===== config.mk =====
export PLATFORM = sky130hd
export DESIGN_NAME = uart_transceiver
export DESIGN_NICKNAME = d
export VERILOG_FILES = /design/src/rtl/uart_transceiver.sv
export SDC_FILE = /design/constraint.sdc
export NUM_CORES = 1
export LEC_CHECK = 0
export ABC_AREA = 1
export CAP_MARGIN = 10
export CORE_ASPECT_RATIO = 0.6
export CORE_MARGIN = 1
export CORE_UTILIZATION = 64
export CTS_BUF_LIST = sky130_fd_sc_hd__clkbuf_2
export DETAILED_ROUTE_END_ITERATION = 8
export PLACE_DENSITY = 0.83
export SLEW_MARGIN = 20
export SYNTH_ARGS = -nofsm -noshare
export SYNTH_HDL_FRONTEND = slang
export SYNTH_SLANG_ARGS = --single-unit

===== constraint.sdc =====
create_clock -name clk -period 3.8 [get_ports clk]
set_clock_uncertainty 0.2 [all_clocks]
set_input_delay 0.95 -clock clk [delete_from_list [all_inputs] [get_ports clk]]
set_output_delay 0.95 -clock clk [all_outputs]
set_load 0.05 [all_outputs]

===== src/rtl/uart_transceiver.sv =====
// uart_transceiver: 8N1 UART serializer/deserializer for the core's
// memory-mapped UART registers. TX and RX run independently, each with a
// private clock divider and oversample tick counter restarted per frame.
module uart_transceiver #(
  parameter int CLK_FREQ   = 50000000,
  parameter int BAUD       = 9600,
  parameter int OVERSAMPLE = 16
) (
  input  logic       clk,
  input  logic       reset,
  input  logic       uart_rx,
  output logic       uart_tx,
  input  logic [7:0] tx_data,
  input  logic       tx_en,
  output logic       tx_status,
  output logic [7:0] rx_data,
  output logic       rx_eff,
  input  logic       rx_read,
  output logic       rx_overrun,
  output logic       rx_frame_err
);

  localparam int DIV    = CLK_FREQ / (BAUD * OVERSAMPLE);
  localparam int DIV_W  = (DIV > 1) ? $clog2(DIV) : 1;
  localparam int TICK_W = $clog2(OVERSAMPLE);

  localparam logic [DIV_W-1:0]  DIV_LAST  = DIV_W'(DIV - 1);
  localparam logic [TICK_W-1:0] TICK_LAST = TICK_W'(OVERSAMPLE - 1);
  localparam logic [TICK_W-1:0] TICK_HALF = TICK_W'(OVERSAMPLE / 2 - 1);

  typedef enum logic [1:0] {TX_IDLE, TX_START, TX_DATA, TX_STOP} tx_state_e;
  typedef enum logic [1:0] {RX_IDLE, RX_START, RX_DATA, RX_STOP} rx_state_e;

  // ---------------------------------------------------------------------
  // Transmitter
  // ---------------------------------------------------------------------
  tx_state_e          tx_state_q, tx_state_d;
  logic [DIV_W-1:0]   tx_div_q, tx_div_d;
  logic [TICK_W-1:0]  tx_tick_q, tx_tick_d;
  logic [2:0]         tx_idx_q, tx_idx_d;
  logic [7:0]         tx_shift_q, tx_shift_d;
  logic               uart_tx_q, uart_tx_d;
  logic               tx_bit_end;

  assign tx_bit_end = (tx_div_q == DIV_LAST) && (tx_tick_q == TICK_LAST);
  assign tx_status  = (tx_state_q == TX_IDLE);
  assign uart_tx    = uart_tx_q;

  // TX state register and datapath flops; the line is registered so it is glitch-free
  always_ff @(posedge clk) begin
    if (reset) begin
      tx_state_q <= TX_IDLE;
      tx_div_q   <= '0;
      tx_tick_q  <= '0;
      tx_idx_q   <= '0;
      tx_shift_q <= '0;
      uart_tx_q  <= 1'b1;
    end else begin
      tx_state_q <= tx_state_d;
      tx_div_q   <= tx_div_d;
      tx_tick_q  <= tx_tick_d;
      tx_idx_q   <= tx_idx_d;
      tx_shift_q <= tx_shift_d;
      uart_tx_q  <= uart_tx_d;
    end
  end

  // TX next-state: each non-idle state lasts exactly one bit time
  always_comb begin
    tx_state_d = tx_state_q;
    case (tx_state_q)
      TX_IDLE:  if (tx_en) tx_state_d = TX_START;
      TX_START: if (tx_bit_end) tx_state_d = TX_DATA;
      TX_DATA:  if (tx_bit_end && (tx_idx_q == 3'd7)) tx_state_d = TX_STOP;
      TX_STOP:  if (tx_bit_end) tx_state_d = TX_IDLE;
      default:  tx_state_d = TX_IDLE;
    endcase
  end

  // TX outputs and counters; the line value is decoded from the next state
  always_comb begin
    tx_div_d   = tx_div_q;
    tx_tick_d  = tx_tick_q;
    tx_idx_d   = tx_idx_q;
    tx_shift_d = tx_shift_q;
    if (tx_state_q == TX_IDLE) begin
      tx_div_d  = '0;
      tx_tick_d = '0;
      tx_idx_d  = '0;
      if (tx_en) tx_shift_d = tx_data;
    end else begin
      if (tx_div_q == DIV_LAST) begin
        tx_div_d  = '0;
        tx_tick_d = (tx_tick_q == TICK_LAST) ? '0 : tx_tick_q + TICK_W'(1);
      end else begin
        tx_div_d = tx_div_q + DIV_W'(1);
      end
      if ((tx_state_q == TX_DATA) && tx_bit_end) begin
        tx_shift_d = {1'b0, tx_shift_q[7:1]};
        tx_idx_d   = tx_idx_q + 3'd1;
      end
    end
    case (tx_state_d)
      TX_START: uart_tx_d = 1'b0;
      TX_DATA:  uart_tx_d = tx_shift_d[0];
      default:  uart_tx_d = 1'b1;
    endcase
  end

  // ---------------------------------------------------------------------
  // Receiver
  // ---------------------------------------------------------------------
  rx_state_e          rx_state_q, rx_state_d;
  logic               rx_meta_q, rx_sync_q;
  logic               rx_armed_q, rx_armed_d;
  logic [DIV_W-1:0]   rx_div_q, rx_div_d;
  logic [TICK_W-1:0]  rx_tick_q, rx_tick_d;
  logic [2:0]         rx_idx_q, rx_idx_d;
  logic [7:0]         rx_shift_q, rx_shift_d;
  logic [7:0]         rx_data_q, rx_data_d;
  logic               rx_eff_q, rx_eff_d;
  logic               rx_overrun_q, rx_overrun_d;
  logic               rx_frame_err_q, rx_frame_err_d;
  logic               rx_sample;
  logic               rx_byte_done;

  assign rx_sample = (rx_div_q == DIV_LAST) &&
                     (rx_tick_q == ((rx_state_q == RX_START) ? TICK_HALF : TICK_LAST));

  assign rx_data      = rx_data_q;
  assign rx_eff       = rx_eff_q;
  assign rx_overrun   = rx_overrun_q;
  assign rx_frame_err = rx_frame_err_q;

  // RX synchronizer, state register and receive datapath flops
  always_ff @(posedge clk) begin
    if (reset) begin
      rx_meta_q      <= 1'b1;
      rx_sync_q      <= 1'b1;
      rx_armed_q     <= 1'b0;
      rx_state_q     <= RX_IDLE;
      rx_div_q       <= '0;
      rx_tick_q      <= '0;
      rx_idx_q       <= '0;
      rx_shift_q     <= '0;
      rx_data_q      <= '0;
      rx_eff_q       <= 1'b0;
      rx_overrun_q   <= 1'b0;
      rx_frame_err_q <= 1'b0;
    end else begin
      rx_meta_q      <= uart_rx;
      rx_sync_q      <= rx_meta_q;
      rx_armed_q     <= rx_armed_d;
      rx_state_q     <= rx_state_d;
      rx_div_q       <= rx_div_d;
      rx_tick_q      <= rx_tick_d;
      rx_idx_q       <= rx_idx_d;
      rx_shift_q     <= rx_shift_d;
      rx_data_q      <= rx_data_d;
      rx_eff_q       <= rx_eff_d;
      rx_overrun_q   <= rx_overrun_d;
      rx_frame_err_q <= rx_frame_err_d;
    end
  end

  // RX next-state: a start edge only counts once the line has been seen high
  always_comb begin
    rx_state_d = rx_state_q;
    case (rx_state_q)
      RX_IDLE:  if (rx_armed_q && !rx_sync_q) rx_state_d = RX_START;
      RX_START: if (rx_sample) rx_state_d = rx_sync_q ? RX_IDLE : RX_DATA;
      RX_DATA:  if (rx_sample && (rx_idx_q == 3'd7)) rx_state_d = RX_STOP;
      RX_STOP:  if (rx_sample) rx_state_d = RX_IDLE;
      default:  rx_state_d = RX_IDLE;
    endcase
  end

  // RX counters, bit sampling and the core-facing byte/flag handshake
  always_comb begin
    rx_armed_d     = rx_armed_q;
    rx_div_d       = rx_div_q;
    rx_tick_d      = rx_tick_q;
    rx_idx_d       = rx_idx_q;
    rx_shift_d     = rx_shift_q;
    rx_byte_done   = 1'b0;
    rx_frame_err_d = 1'b0;
    if (rx_state_q == RX_IDLE) begin
      rx_div_d   = '0;
      rx_tick_d  = '0;
      rx_idx_d   = '0;
      rx_armed_d = (rx_armed_q | rx_sync_q) && (rx_state_d == RX_IDLE);
    end else begin
      rx_armed_d = 1'b0;
      if (rx_div_q == DIV_LAST) begin
        rx_div_d  = '0;
        rx_tick_d = rx_sample ? '0 : rx_tick_q + TICK_W'(1);
      end else begin
        rx_div_d = rx_div_q + DIV_W'(1);
      end
      if ((rx_state_q == RX_DATA) && rx_sample) begin
        rx_shift_d = {rx_sync_q, rx_shift_q[7:1]};
        rx_idx_d   = rx_idx_q + 3'd1;
      end
      if ((rx_state_q == RX_STOP) && rx_sample) begin
        rx_byte_done   = rx_sync_q;
        rx_frame_err_d = !rx_sync_q;
      end
    end

    rx_data_d    = rx_data_q;
    rx_eff_d     = rx_eff_q;
    rx_overrun_d = rx_overrun_q;
    if (rx_read) begin
      rx_eff_d     = 1'b0;
      rx_overrun_d = 1'b0;
    end
    if (rx_byte_done) begin
      rx_data_d = rx_shift_q;
      rx_eff_d  = 1'b1;
      if (rx_eff_q && !rx_read) rx_overrun_d = 1'b1;
    end
  end

endmodule


==> results.sh, run 1 <==
export IMPL_status="finished, final reports clean"
export IMPL_reg2reg_slack_ps=1340
export IMPL_io_buffer_count=25
export IMPL_synth_edff_count=0
export IMPL_gr_total_overflow=0
export IMPL_cts_tree="done"
export IMPL_syn_area_per_cell_sq_um=7.25
export IMPL_grt_antenna_before_repair=0
export IMPL_yosysSeqAreaShare_pct=45.6
export IMPL_yosysWarnings=0
export IMPL_path_buf_inv=1
export IMPL_synth_nets=429
export IMPL_drc_errors=0
export IMPL_synth_area_sq_um=2940
export IMPL_area_growth_pct=12.8
export IMPL_via_per_inst=5.11
export IMPL_synth_ff_type="dfxtp_1"
export IMPL_coreArea_sq_um=4260
export IMPL_fin_cells=501
export IMPL_cts_repair_resized=0
export IMPL_clock_fmax_mhz=316
export IMPL_max_vdd_ir_drop_mv=0.249
export IMPL_slew_headroom_pct=58.0
export IMPL_drt_antenna_violating_nets=0
export IMPL_clk_path_buf_depth=2
export IMPL_clock_root_buffer="clkbuf_2"
export IMPL_dr_pass1_iters=5
export IMPL_avgRoutedWirePerCell_um=10.9
export IMPL_vias=2560
export IMPL_crit_fanout=5
export IMPL_synth_seq_cells=67
export IMPL_slowest_delay_ps=870
export IMPL_place_congestion=0.818
export IMPL_clock_sinks=67
export IMPL_hpwl_um=3950
export IMPL_initial_core_util_pct=69.1
export IMPL_cts_buffers=9
export IMPL_clk_pin_slew_ps=190
export IMPL_dp_cells=485
export IMPL_drive_gt1_share_pct=4.99
export IMPL_path_class="flop to primary output"
export IMPL_globalRouteTotalUtil_pct=24.9
export IMPL_grt_pass1_vias=2090
export IMPL_fillers=324
export IMPL_required_ps=2650
export IMPL_dieArea_sq_um=4880
export IMPL_rsz0062_at_grt="false"
export IMPL_ios=26
export IMPL_grt_max_degree=26
export IMPL_hold_viol_final=0
export IMPL_async_flop_share_pct=0
export IMPL_tns_ps=0
export IMPL_netlist_instances=406
export IMPL_die_x_um=89.5
export IMPL_power_density_nw_per_um2=339
export IMPL_finalCriticalPeriod_ps=3160
export IMPL_grt_pass1_wl_um=8770
export IMPL_cp_slowest_cell="clkdlybuf4s50_1"
export IMPL_cp_start_kind="flop"
export IMPL_report_final_setup_viol=0
export IMPL_die_h_um=54.5
export IMPL_first_iter_violations=130
export IMPL_num_antenna_cells=0
export IMPL_max_cap_violations=0
export IMPL_min_delay_path_class="flop to flop"
export IMPL_clkLatencyLatePin_ps=500
export IMPL_path_cells="nor2_1 > clkdlybuf4s50_1"
export IMPL_wl_um=5450
export IMPL_cp_data_arrival_time_ps=2010
export IMPL_cts_setup_buffers=0
export IMPL_cp_end_kind="primary output"
export IMPL_cp_top_family="buffers and inverters"
export IMPL_rows=18
export IMPL_worst_slew_pin_transition_ps=628
export IMPL_power_leakage_nw=1.35
export IMPL_holdBufCountCts=0
export IMPL_layout_worst_path_cycle_share_pct=83.2
export IMPL_setup_ws_ps=639
export IMPL_yosysUniqueCellTypes=29
export IMPL_final_max_slew_viol_count=0
export IMPL_htree_levels=3
export IMPL_nNetsFinal=459
export IMPL_dp_slack_ps=1010
registers in the layout (all words and copies together) (netlist names):
signal	count
rx_shift_q	8
rx_meta_q	1
tx_state_q	2
rx_frame_err	1
rx_div_q	9
rx_overrun	1
rx_eff	1
tx_shift_q	8
rx_state_q	2
tx_div_q	9
tx_idx_q	3
rx_idx_q	3
tx_tick_q	4
rx_data	8
rx_tick_q	4
rx_armed_q	1
uart_tx	1
rx_sync_q	1
metrics by stage:
| step | hold WS (ps) | power, mW | instance area (sq um) | utilization (%) |
|---|---|---|---|---|
| finish | 243 | 1.12 | 3320 | 78.0 |
| global placement | 204 | 0.798 | 3230 | 75.9 |
| CTS | 245 | 1.13 | 3320 | 78.0 |
| detailed placement | 204 | 0.800 | 3230 | 75.9 |
| global route | 259 | 1.17 | 3320 | 78.0 |
| floorplan | 189 | 0.775 | 2940 | - |
routing by layer:
layer | vias up | track usage, % | wire length [um]
met3 | 6 | 11.8 | 340
met5 | - | 0 | 0
met4 | 0 | 8.47 | 40
li1 | 1341 | - | -
met2 | 75 | 35.6 | 2270
met1 | 1138 | 32.9 | 2800
logic make-up (layout without fill, tap and decap cells):
family                     count (synthesis)  count (layout)  share of synthesized area, %
buffers and inverters                     63              98                          8.63
xor gates and xnor gates                   7               7                          2.08
DFF                                       67              67                          45.6
adders and majority gates                 10              10                          4.25
and+or+nand+nor                          215             215                          31.5
AOI/OAI and AO/OA                         44              44                          7.99
worst reg2reg max path, stage by stage (launching register included):
cell and delay (ps):
dfxtp_1 370, inv_1 70, ha_1 140, nand2_1 70, inv_1 60, nand2_1 50, nor2_1 500, nand3_1 340
clkinv_1 270, nor2_1 160, nand2_1 90, a31oi_1 70
synth_stat cells (all sizes together) (5+ instances only):
| master | n | area, sq um |
|---|---|---|
| a21oi | 23 | 115 |
| nand3 | 16 | 92.6 |
| nor3 | 5 | 36.3 |
| ha | 10 | 125 |
| nand2 | 108 | 408 |
| nor2 | 66 | 255 |
| inv | 54 | 203 |
| o21ai | 11 | 55.1 |
| clkbuf | 6 | 32.5 |
| a31oi | 8 | 50.1 |
| nand4 | 10 | 62.6 |
| dfxtp | 67 | 1340 |
| xor2 | 6 | 52.6 |
final timing paths:
check	startpoint	end	depth (start not counted)
worst max-delay path	tx_state_q[0]	tx_status	2
worst min-delay path	rx_meta_q	rx_sync_q	1
worst max register to register	tx_div_q[0]	tx_shift_q[5]	11
worst min register to register	rx_meta_q	rx_sync_q	1
power by group:
group / internal, mW / total (mW) / switching [mW]
clock network: 0.0825 / 0.338 / 0.256
logic: 0.0264 / 0.0644 / 0.0380
registers: 0.714 / 0.721 / 0.00716
total: 0.823 / 1.12 / 0.301
cell usage in the layout (no fill, tap or decap), drive strengths merged, types with 6 or more instances in the layout:
master and n:
nand2 108, dfxtp 67, nor2 66, inv 55
clkdlybuf4s50 25, a21oi 23, nand3 16, o21ai 11
nand4 10, ha 10, clkbuf 9, a31oi 8
xor2 6, clkinv 6
layout make-up:
class | count | area [sq um] | share of cell area, %
repair buffers | 26 | 258 | 7.76
well taps | 60 | 75.1 | 2.26
inverters | 56 | 210 | 6.33
flip-flops and latches | 67 | 1340 | 40.4
clock inverters | 7 | 43.8 | 1.32
multi-input cells | 276 | 1350 | 40.6
clock buffers | 9 | 45.0 | 1.36
No activity file was read; power rests on OpenSTA's default activity.
==> run 2, diff against run 1 <==
--- a/config.mk
+++ b/config.mk
@@ -9,10 +9,10 @@
 export CAP_MARGIN = 10
 export CORE_ASPECT_RATIO = 0.6
 export CORE_MARGIN = 1
-export CORE_UTILIZATION = 64
+export CORE_UTILIZATION = 54
 export CTS_BUF_LIST = sky130_fd_sc_hd__clkbuf_2
 export DETAILED_ROUTE_END_ITERATION = 8
-export PLACE_DENSITY = 0.83
+export PLACE_DENSITY = 0.74
 export SLEW_MARGIN = 20
 export SYNTH_ARGS = -nofsm -noshare
 export SYNTH_HDL_FRONTEND = slang
==> constraint.sdc (replaced) <==
create_clock -name clk -period 2.8 [get_ports clk]
set_clock_uncertainty 0.2 [all_clocks]
set_input_delay 0.7 -clock clk [delete_from_list [all_inputs] [get_ports clk]]
set_output_delay 0.7 -clock clk [all_outputs]
set_load 0.05 [all_outputs]
==> results.sh, run 2 (synthesis results as in run 1) <==
export IMPL_status="finished, final reports clean"
export IMPL_avgRoutedWirePerCell_um=10.6
export IMPL_rsz0062_at_grt="false"
export IMPL_slew_headroom_pct=66.3
export IMPL_die_h_um=59.2
export IMPL_crit_fanout=5
export IMPL_drt_antenna_violating_nets=0
export IMPL_cp_data_arrival_time_ps=1690
export IMPL_layout_worst_path_cycle_share_pct=92.3
export IMPL_clk_path_buf_depth=2
export IMPL_power_leakage_nw=1.38
export IMPL_power_frac_clock_pct=27.7
export IMPL_p_seq_share_pct=66.3
export IMPL_rows=20
export IMPL_drive_gt1_share_pct=5.86
export IMPL_required_ps=1900
export IMPL_dp_slack_ps=434
export IMPL_first_iter_violations=84
export IMPL_power_density_nw_per_um2=441
export IMPL_die_x_um=97.3
export IMPL_final_max_slew_viol_count=0
export IMPL_max_cap_violations=0
export IMPL_top_regs="rx_div_q: 9 flops, tx_div_q: 9 flops"
export IMPL_cts_repair_resized=1
export IMPL_clkLatencyLatePin_ps=470
export IMPL_cts_setup_buffers=0
export IMPL_setup_ws_ps=214
export IMPL_wl_um=5420
export IMPL_grt_pass1_wl_um=9520
export IMPL_clock_root_buffer="clkbuf_2"
export IMPL_total_power_mw=1.47
export IMPL_max_vdd_ir_drop_mv=0.271
export IMPL_grt_max_degree=18
export IMPL_path_class="flop to primary output"
export IMPL_cp_top_family="buffers and inverters"
export IMPL_min_delay_path_class="flop to flop"
export IMPL_cts_tree="done"
export IMPL_fin_cells=510
export IMPL_slowest_delay_ps=580
export IMPL_gr_total_overflow=0
export IMPL_globalRouteTotalUtil_pct=21.1
export IMPL_cp_end_kind="primary output"
export IMPL_ios=26
export IMPL_hpwl_um=3910
export IMPL_htree_levels=3
export IMPL_hold_viol_final=0
export IMPL_p_sw_share_pct=25.2
export IMPL_nNetsFinal=464
export IMPL_report_final_setup_viol=0
export IMPL_p_int_mw=1.10
export IMPL_cp_start_kind="flop"
export IMPL_final_common_cell="nand2_1"
export IMPL_grt_antenna_before_repair=0
export IMPL_initial_core_util_pct=57.1
export IMPL_path_buf_inv=1
export IMPL_dieArea_sq_um=5760
export IMPL_cp_slowest_cell="dlygate4sd2_1"
export IMPL_final_cell_mix="nand2_1 (107), dfxtp_1 (67), nor2_1 (65)"
export IMPL_io_buffer_count=25
export IMPL_via_per_inst=4.92
export IMPL_drc_errors=0
export IMPL_clock_sinks=67
export IMPL_dr_pass1_iters=5
export IMPL_final_core_util_pct=64.9
export IMPL_path_cells="nor2_1 > dlygate4sd2_1"
export IMPL_p_switching_mw=0.372
export IMPL_vias=2508
export IMPL_holdBufCountCts=0
export IMPL_area_growth_pct=13.6
export IMPL_coreArea_sq_um=5150
export IMPL_finalCriticalPeriod_ps=2590
export IMPL_clk_pin_slew_ps=150
export IMPL_tns_ps=0
export IMPL_place_congestion=0.873
export IMPL_fillers=468
export IMPL_pwr_share_comb_pct=6.0
export IMPL_dp_cells=496
export IMPL_grt_pass1_vias=2196
export IMPL_num_antenna_cells=0
export IMPL_worst_slew_pin_transition_ps=504
export IMPL_cts_buffers=9
export IMPL_clock_fmax_mhz=387
## run 2: worst paths after layout
kind | from | to | slack, ps | cells past startpoint
setup reg to reg | rx_div_q[0] | rx_shift_q[4] | 600 | 8
setup / recovery | tx_state_q[0] | tx_status | 210 | 2
hold reg to reg | rx_meta_q | rx_sync_q | 230 | 1
hold / removal | rx_meta_q | rx_sync_q | 230 | 1
## run 2: cell type report
class                           count  area (sq um)  share of cell area (%)
Clock inverter                      5          22.5                   0.674
Sequential cell                    67          1340                    40.1
Clock buffer                        9          45.0                    1.35
Timing Repair Buffer               31           294                    8.79
Inverter                           56           210                    6.29
Multi-Input combinational cell    276          1350                    40.3
Tap cell                           66          82.6                    2.47
## run 2: power by group through the flow
| stage | Sequential [mW] | Combinational, mW | Clock [mW] |
|---|---|---|---|
| 2_1_floorplan | 1.00 | 0.0508 | 0 |
| 3_3_place_gp | 0.998 | 0.0882 | 0 |
| 5_1_grt | 0.981 | 0.0994 | 0.468 |
| 3_5_place_dp | 0.998 | 0.0896 | 0 |
| 6_report | 0.978 | 0.0888 | 0.408 |
| 4_1_cts | 0.978 | 0.0889 | 0.429 |
## run 2: through the flow
step | instance area, sq um | hold slack [ps]
2_1_floorplan | 2940 | 189
3_3_place_gp | 3280 | 197
3_5_place_dp | 3280 | 196
4_1_cts | 3340 | 231
5_1_grt | 3340 | 267
6_report | 3340 | 228
## run 2: worst register-to-register path, delay by kind of cell, from the launching register on
family,cells,cell delay (ps)
flops,1,370
compound gates,1,150
simple gates,4,940
fa+ha+maj,1,140
buf+inv,2,360
## run 2: metal layers
| metal | GRT usage, % | wire length (um) | vias to the layer above |
|---|---|---|---|
| li1 | - | - | 1355 |
| met1 | 28.7 | 2900 | 1091 |
| met2 | 32.3 | 2250 | 60 |
| met3 | 7.78 | 258 | 2 |
| met4 | 5.04 | 19 | 0 |
| met5 | 0 | 0 | - |
==> run 3, diff against run 2 <==
--- a/config.mk
+++ b/config.mk
@@ -6,6 +6,7 @@
 export NUM_CORES = 1
 export LEC_CHECK = 0
 export ABC_AREA = 1
+export ABC_CLOCK_PERIOD_IN_PS = 2100
 export CAP_MARGIN = 10
 export CORE_ASPECT_RATIO = 0.6
 export CORE_MARGIN = 1
@@ -17,3 +18,4 @@
 export SYNTH_ARGS = -nofsm -noshare
 export SYNTH_HDL_FRONTEND = slang
 export SYNTH_SLANG_ARGS = --single-unit
+export TNS_END_PERCENT = 100
==> constraint.sdc (replaced) <==
create_clock -name clk -period 2.1 [get_ports clk]
set_clock_uncertainty 0.2 [all_clocks]
set_input_delay 0.525 -clock clk [delete_from_list [all_inputs] [get_ports clk]]
set_output_delay 0.525 -clock clk [all_outputs]
set_load 0.05 [all_outputs]
==> results.sh, run 3 (synthesis results as in run 1) <==
export IMPL_tns_ps=0
export IMPL_dp_cells=504
export IMPL_slowest_delay_ps=400
export IMPL_clkLatencyLatePin_ps=530
export IMPL_status="finished, final reports clean"
export IMPL_avgRoutedWirePerCell_um=10.8
export IMPL_htree_levels=3
export IMPL_drc_errors=0
export IMPL_stdcell_area_sq_um=3540
export IMPL_rsz0062_at_grt="false"
export IMPL_cp_data_arrival_time_ps=1280
export IMPL_grt_pass1_vias=2247
export IMPL_clk_path_buf_depth=2
export IMPL_power_leakage_nw=1.51
export IMPL_initial_core_util_pct=57.1
export IMPL_cp_slowest_cell="dfxtp_2"
export IMPL_rows=20
export IMPL_grt_antenna_before_repair=0
export IMPL_required_ps=1370
export IMPL_report_final_setup_viol=0
export IMPL_first_iter_violations=74
export IMPL_clock_root_buffer="clkbuf_2"
export IMPL_fin_cells=524
export IMPL_io_buffer_count=25
export IMPL_finalCriticalPeriod_ps=2000
export IMPL_rr_startpoint="rx_div_q[0]"
export IMPL_cp_end_kind="primary output"
export IMPL_multi_input_area_sq_um=1360
export IMPL_grt_max_degree=18
export IMPL_nNetsFinal=476
export IMPL_final_common_cell="nand2_1"
export IMPL_hpwl_um=4080
export IMPL_via_per_inst=4.87
export IMPL_path_class="flop to primary output"
export IMPL_coreArea_sq_um=5150
export IMPL_globalRouteTotalUtil_pct=21.6
export IMPL_clock_fmax_mhz=499
export IMPL_vias=2552
export IMPL_ff_latch_area_sq_um=1340
export IMPL_place_area_sq_um=3320
export IMPL_ios=26
export IMPL_drt_antenna_violating_nets=0
export IMPL_holdBufCountCts=0
export IMPL_clk_pin_slew_ps=200
export IMPL_grt_pass1_wl_um=9690
export IMPL_crit_fanout=5
export IMPL_crit_path_start="tx_state_q[0]"
export IMPL_dr_pass1_iters=5
export IMPL_area_growth_pct=20.3
export IMPL_cts_tree="done"
export IMPL_path_buf_inv=1
export IMPL_min_delay_path_class="flop to flop"
export IMPL_hold_start="rx_meta_q"
export IMPL_fillers=461
export IMPL_worst_slew_pin_transition_ps=313
export IMPL_final_core_util_pct=68.7
export IMPL_die_h_um=59.2
export IMPL_total_power_mw=2.46
export IMPL_cts_buffers=9
export IMPL_dieArea_sq_um=5760
export IMPL_max_vdd_ir_drop_mv=0.405
export IMPL_drive_gt1_share_pct=12.9
export IMPL_top_regs="rx_div_q: 9 flops, tx_div_q: 9 flops"
export IMPL_wl_um=5680
export IMPL_layout_worst_path_cycle_share_pct=95.4
export IMPL_max_cap_violations=0
export IMPL_place_congestion=0.861
export IMPL_gr_total_overflow=0
export IMPL_num_antenna_cells=0
export IMPL_slew_headroom_pct=79.1
export IMPL_clock_sinks=67
export IMPL_die_x_um=97.3
export IMPL_power_density_nw_per_um2=696
export IMPL_hold_viol_final=0
export IMPL_cp_start_kind="flop"
export IMPL_final_max_slew_viol_count=0
export IMPL_path_cells="nor2_4 > buf_12"
export IMPL_final_cell_mix="nand2_1 (107), dfxtp_1 (65), nor2_1 (63)"
export IMPL_cp_top_family="flip-flops"
==> run 3: changes by cell type in the layout (fill, tap and decap cells not counted), moves of 3 or more <==
cell	before	now
bufinv_16	0	3
clkinv_2	3	0
clkdlybuf4s50_1	24	12
buf_4	6	29
==> run 3: what timing repair did <==
item,4_1_cts,5_1_grt
pin swaps,0,1
endpoints found under the hold margin,0,0
buffers inserted,0,4
resized for setup,2,3
endpoints found under the setup margin,1,4
==> run 3: cell type report <==
cell class | instances | area share (%)
Multi-Input combinational cell | 276 | 38.3
Sequential cell | 67 | 38.0
Timing Repair Buffer | 43 | 10.7
Inverter | 56 | 5.94
Clock inverter | 7 | 3.50
Tap cell | 66 | 2.33
Clock buffer | 9 | 1.27
==> run 3: final timing paths <==
kind                            cells after the start  slack [ps]          to
worst min register to register                      1         220   rx_sync_q
worst max-delay path                                2         100   tx_status
worst min-delay path                                1         220   rx_sync_q
worst max register to register                     11         210  rx_data[4]
==> run 3: per-layer routing <==
metal / global-route usage, % / up-vias / wire, um
met5: 0 / - / 0
met3: 8.14 / 4 / 206
met4: 5.04 / 0 / 43
met1: 27.9 / 1140 / 2910
met2: 34.8 / 35 / 2520
li1: - / 1373 / -
==> run 3: power breakdown <==
group / switching, mW / internal (mW) / leakage [nW]
registers: 0.0133 / 1.29 / 0.543
logic: 0.0717 / 0.0633 / 0.879
clock network: 0.498 / 0.523 / 0.0931
total: 0.584 / 1.88 / 1.51
==> run 3: stage by stage <==
stage	hold WS, ps	setup slack (ps)
final	223	96.4
after global routing	234	23.4
after floorplan	189	32.3
after global placement	205	154
after detailed placement	209	84.7
after CTS	235	68.7
==> run 3: worst reg2reg max path, cell delays in order, from the launching register on <==
cell     delay (ps)
dfxtp_1         380
inv_1            60
ha_1            140
nand4_1         150
nor3_4          210
inv_2            90
nor2_4          130
nand3_4         130
buf_4           170
nand2_1          50
nand2_1          40
nor2_1          100
